--- src/rtl/serial_subtractor.sv ---
// Bit-serial unsigned subtractor: one full-subtractor cell, LSB first, registered borrow.
// A start/done handshake lets a controller chain operations with no idle cycle in between.
module serial_subtractor #(
  parameter int WIDTH = 8
) (
  input  logic             clk,
  input  logic             rst_n,
  input  logic             start,
  input  logic [WIDTH-1:0] a,
  input  logic [WIDTH-1:0] b,
  output logic             busy,
  output logic             done,
  output logic [WIDTH-1:0] diff,
  output logic             borrow_out,
  output logic             ovf,
  output logic [1:0]       dbg_state
);

  localparam int CW = (WIDTH > 2) ? $clog2(WIDTH) : 1;

  // Handshake: start is a one-cycle request honoured only in IDLE or DONE
  // (busy=0, or the DONE cycle); done is a one-cycle pulse and diff/borrow_out/ovf
  // are valid from that pulse until the next completion.
  typedef enum logic [1:0] {
    IDLE  = 2'd0,
    SHIFT = 2'd1,
    DONE  = 2'd2
  } state_t;

  state_t           state_q, state_d;
  logic [WIDTH-1:0] a_q, a_d;
  logic [WIDTH-1:0] b_q, b_d;
  logic [WIDTH-1:0] res_q, res_d;
  logic [WIDTH-1:0] diff_q, diff_d;
  logic [CW-1:0]    cnt_q, cnt_d;
  logic             bin_q, bin_d;
  logic             a_msb_q, a_msb_d;
  logic             b_msb_q, b_msb_d;
  logic             borrow_q, borrow_d;
  logic             ovf_q, ovf_d;
  logic             done_q, done_d;

  // Full-subtractor cell on the current LSBs.
  logic cell_d;
  logic cell_bout;

  always_comb begin
    cell_d    = a_q[0] ^ b_q[0] ^ bin_q;
    cell_bout = (~a_q[0] & b_q[0]) | (~(a_q[0] ^ b_q[0]) & bin_q);
  end

  always_comb begin
    state_d  = state_q;
    a_d      = a_q;
    b_d      = b_q;
    res_d    = res_q;
    diff_d   = diff_q;
    cnt_d    = cnt_q;
    bin_d    = bin_q;
    a_msb_d  = a_msb_q;
    b_msb_d  = b_msb_q;
    borrow_d = borrow_q;
    ovf_d    = ovf_q;
    done_d   = 1'b0;

    case (state_q)
      IDLE: begin
        if (start) begin
          a_d     = a;
          b_d     = b;
          a_msb_d = a[WIDTH-1];
          b_msb_d = b[WIDTH-1];
          res_d   = '0;
          bin_d   = 1'b0;
          cnt_d   = '0;
          state_d = SHIFT;
        end
      end

      SHIFT: begin
        res_d = {cell_d, res_q[WIDTH-1:1]};
        a_d   = {1'b0, a_q[WIDTH-1:1]};
        b_d   = {1'b0, b_q[WIDTH-1:1]};
        bin_d = cell_bout;
        cnt_d = cnt_q + CW'(1);
        if (cnt_q == CW'(WIDTH - 1)) begin
          // The bit being shifted in now is the result MSB; sign bits were
          // saved at capture because the operand registers have shifted away.
          diff_d   = {cell_d, res_q[WIDTH-1:1]};
          borrow_d = cell_bout;
          ovf_d    = (a_msb_q != b_msb_q) && (cell_d != a_msb_q);
          state_d  = DONE;
        end
      end

      DONE: begin
        done_d  = 1'b1;
        state_d = IDLE;
        if (start) begin
          a_d     = a;
          b_d     = b;
          a_msb_d = a[WIDTH-1];
          b_msb_d = b[WIDTH-1];
          res_d   = '0;
          bin_d   = 1'b0;
          cnt_d   = '0;
          state_d = SHIFT;
        end
      end

      default: state_d = IDLE;
    endcase
  end

  always_ff @(posedge clk or negedge rst_n) begin
    if (!rst_n) begin
      state_q  <= IDLE;
      a_q      <= '0;
      b_q      <= '0;
      res_q    <= '0;
      diff_q   <= '0;
      cnt_q    <= '0;
      bin_q    <= 1'b0;
      a_msb_q  <= 1'b0;
      b_msb_q  <= 1'b0;
      borrow_q <= 1'b0;
      ovf_q    <= 1'b0;
      done_q   <= 1'b0;
    end else begin
      state_q  <= state_d;
      a_q      <= a_d;
      b_q      <= b_d;
      res_q    <= res_d;
      diff_q   <= diff_d;
      cnt_q    <= cnt_d;
      bin_q    <= bin_d;
      a_msb_q  <= a_msb_d;
      b_msb_q  <= b_msb_d;
      borrow_q <= borrow_d;
      ovf_q    <= ovf_d;
      done_q   <= done_d;
    end
  end

  assign busy       = (state_q != IDLE);
  assign done       = done_q;
  assign diff       = diff_q;
  assign borrow_out = borrow_q;
  assign ovf        = ovf_q;
  assign dbg_state  = state_q;

endmodule

--- config.mk ---
export PLATFORM = sky130hd
export DESIGN_NAME = serial_subtractor
export DESIGN_NICKNAME = d
export VERILOG_FILES = /design/src/rtl/serial_subtractor.sv
export SDC_FILE = /design/constraint.sdc
export NUM_CORES = 1
export LEC_CHECK = 0
export ABC_AREA = 0
export CELL_PAD_IN_SITES_DETAIL_PLACEMENT = 0
export CELL_PAD_IN_SITES_GLOBAL_PLACEMENT = 2
export CORE_MARGIN = 2
export CORE_UTILIZATION = 39
export CTS_BUF_LIST = sky130_fd_sc_hd__clkbuf_2
export CTS_CLUSTER_DIAMETER = 80
export DETAILED_ROUTE_END_ITERATION = 10
export PLACE_DENSITY = 0.89
export SKIP_CTS_REPAIR_TIMING = 1
export SYNTH_ARGS = -nofsm -noshare
export SYNTH_HDL_FRONTEND = slang
export SYNTH_SLANG_ARGS = --single-unit
--- constraint.sdc ---
create_clock -name clk -period 3 [get_ports clk]
set_input_delay 0.3 -clock clk [delete_from_list [all_inputs] [get_ports clk]]
set_output_delay 0.3 -clock clk [all_outputs]
set_load 0.01 [all_outputs]
==> results.toml <==
[status]
status = "finished, violations left"
violations = "hold timing"

[die]
die_h_um = 72.9
io_pins = 33
initial_utilization_pct = 39.7
die_x_um = 72.9
core_area_um2 = 4660
die_area_um2 = 5310
rows = 25

[power_and_ir_drop]
fin_total_pwr_mw = 2.18
power_density_nw_per_um2 = 991
vdd_ir_drop_max_uv = 261
p_leak_nw = 1.03

[yosys]
synth_top_area_share_pct = 56.8
ys_async_sr_fraction_pct = 100
yosys_register_bits = 42
synthDistinctLibCells = 25
synthTopCellsByArea = "dfrtp_1 57%, mux2i_1 8.7%, o21ai_0 4.9%, mux2_2 4.9%, nand3_1 4.6%"
syn_nets = 171
syn_inst = 149
yosysMostFrequentCell = "dfrtp_1"
yosys_warnings = 0
synth_area_um2 = 1850
yosysSeqAreaShare_pct = 56.8
synthTopCellsByCount = "42 x dfrtp_1, 18 x o21ai_0, 17 x nand3_1"
synth_top_flop_cell = "dfrtp_1"
synth_area_per_cell_um2 = 12.4
synth_top_cell_by_area = "dfrtp_1"
synth-edff-count = 0

[timing]
drv_slew = 0
grt_setup_unrepaired = "false"
max_freq_ghz = 0.446
final.setup_skew_ps = 24.1
max_slew.worst_pin.slew_ps = 920
setup_tns_ps = 0
setup_ws_ps = 758
relSlewSlack_pct = 38.7
post-route-min-period_ps = 2240
finalCritPeriodShare_pct = 74.7
final_hold_viol_count = 32
hold_ws_ps = -31.2
setup_violations = 0

[global_routing]
grt.total_usage_pct = 14.6
grt_pass1_wl_um = 5840
overflow = 0
grt_start_max_net_pins = 43
grt_pass1_vias = 1210
antenna_found_initial = 0

[final_layout]
area_growth_pct = 18.7
design_area_um2 = 2200
layout.nets = 200
final_cells = 233
fin_util_pct = 47.1
insertedDiodeCount = 0
drive_above_1_share_pct = 12.3

[place]
io_buffers = 32
gp_congestion = 0.711
dp.cells = 225
hpwl_um = 2240
place_area_um2 = 2160
preCtsSetupSlack_ps = 1240

[detailed_routing]
num_vias = 1221
wl_met3_um = 150
firstDrtPassIters = 4
wl_um = 3490
vias_per_cell = 5.24
antenna_left = 0
drt_iter0_markers = 71
topRoutingLayerUsed = "met4"
wl_met2_um = 1560
avgRoutedWirePerCell_um = 15.0
met1_length_um = 1700
drcViolationCount = 0

[cts]
cts_root_buf = "clkbuf_2"
clk_path_buf_depth = 2
clkLatencyLatePin_ps = 430
htreeDepth = 2
clock-sinks = 42
cts_tree = "yes"
clk_pin_slew_ps = 230
cts-buffers-inserted = 5

[worst_setup_path]
critPathKind = "register to output pin"
crit_fanout = 24
cp_data_required_time_ps = 2700
critPathCaptureType = "output pin"
worstPathArrival_ps = 1940
cp-start-kind = "register"
rrSetupSlack_ps = 1230

[min_path]
hold_class = "primary input to async pin"

[flow_run]
maxCapViolCount = 0
[worst max-delay path: stages (launching register included)]
cell,delay [ps]
dfrtp_1,470
buf_4,260
or2_2,320
clkdlybuf4s50_1,480
[cell usage in the layout, fill, tap and decap left out, drive strengths merged, types with 2 or more instances in the layout]
master	n
clkdlybuf4s50	31
ha	2
nand3	17
mux2i	16
buf	2
o21ai	20
nand2b	2
mux2	8
clkinv	2
nand2	8
clkbuf	5
nor2	2
dfrtp	42
a22o	9
inv	3
nor2b	2
[routing by layer]
layer	up-vias	track usage, %
met5	-	0
met1	606	19.6
met2	22	21.7
met4	0	6.79
li1	586	-
met3	7	4.56
[layout make-up]
type / count / area (um^2)
fill: 411 / 2460
sequential: 42 / 1050
multi-input combinational: 93 / 703
timing repair buffer: 33 / 323
tap: 54 / 67.6
clock buffer: 5 / 25.0
clock inverter: 3 / 16.3
inverter: 3 / 11.3
[registers in the layout, summed over array words and instances (netlist names), 2 cells and up]
signal and flops:
b_q 8, a_q 8, diff 8, res_q 7, cnt_q 3, dbg_state 2
[logic make-up (layout without fill, tap and decap cells)]
family | count (synthesis) | count (layout) | synth area share (%)
muxes | 24 | 24 | 13.5
DFF | 42 | 42 | 56.8
and+or+nand+nor | 35 | 35 | 11.6
buffers and inverters | 14 | 44 | 5.21
adders and majority gates | 3 | 3 | 2.43
AOI/OAI and AO/OA | 31 | 31 | 10.4
[report_power, final]
group	switching (mW)	total, mW	internal (mW)
Combinational	0.481	0.972	0.490
Clock	0.192	0.245	0.0530
Sequential	0.147	0.960	0.814
[worst paths after layout]
| check | start | to | cells after the start |
|---|---|---|---|
| worst max-delay path | dbg_state[0] | busy | 3 |
| worst max register to register | dbg_state[0] | dbg_state[0] | 3 |
| max in group asynchronous | rst_n | diff[1] | 1 |
| worst min-delay path | rst_n | borrow_out | 1 |
| worst min register to register | ovf | ovf | 2 |
| min in group clk | b[7] | b_msb_q | 3 |
(Power assumes the default switching activity.)
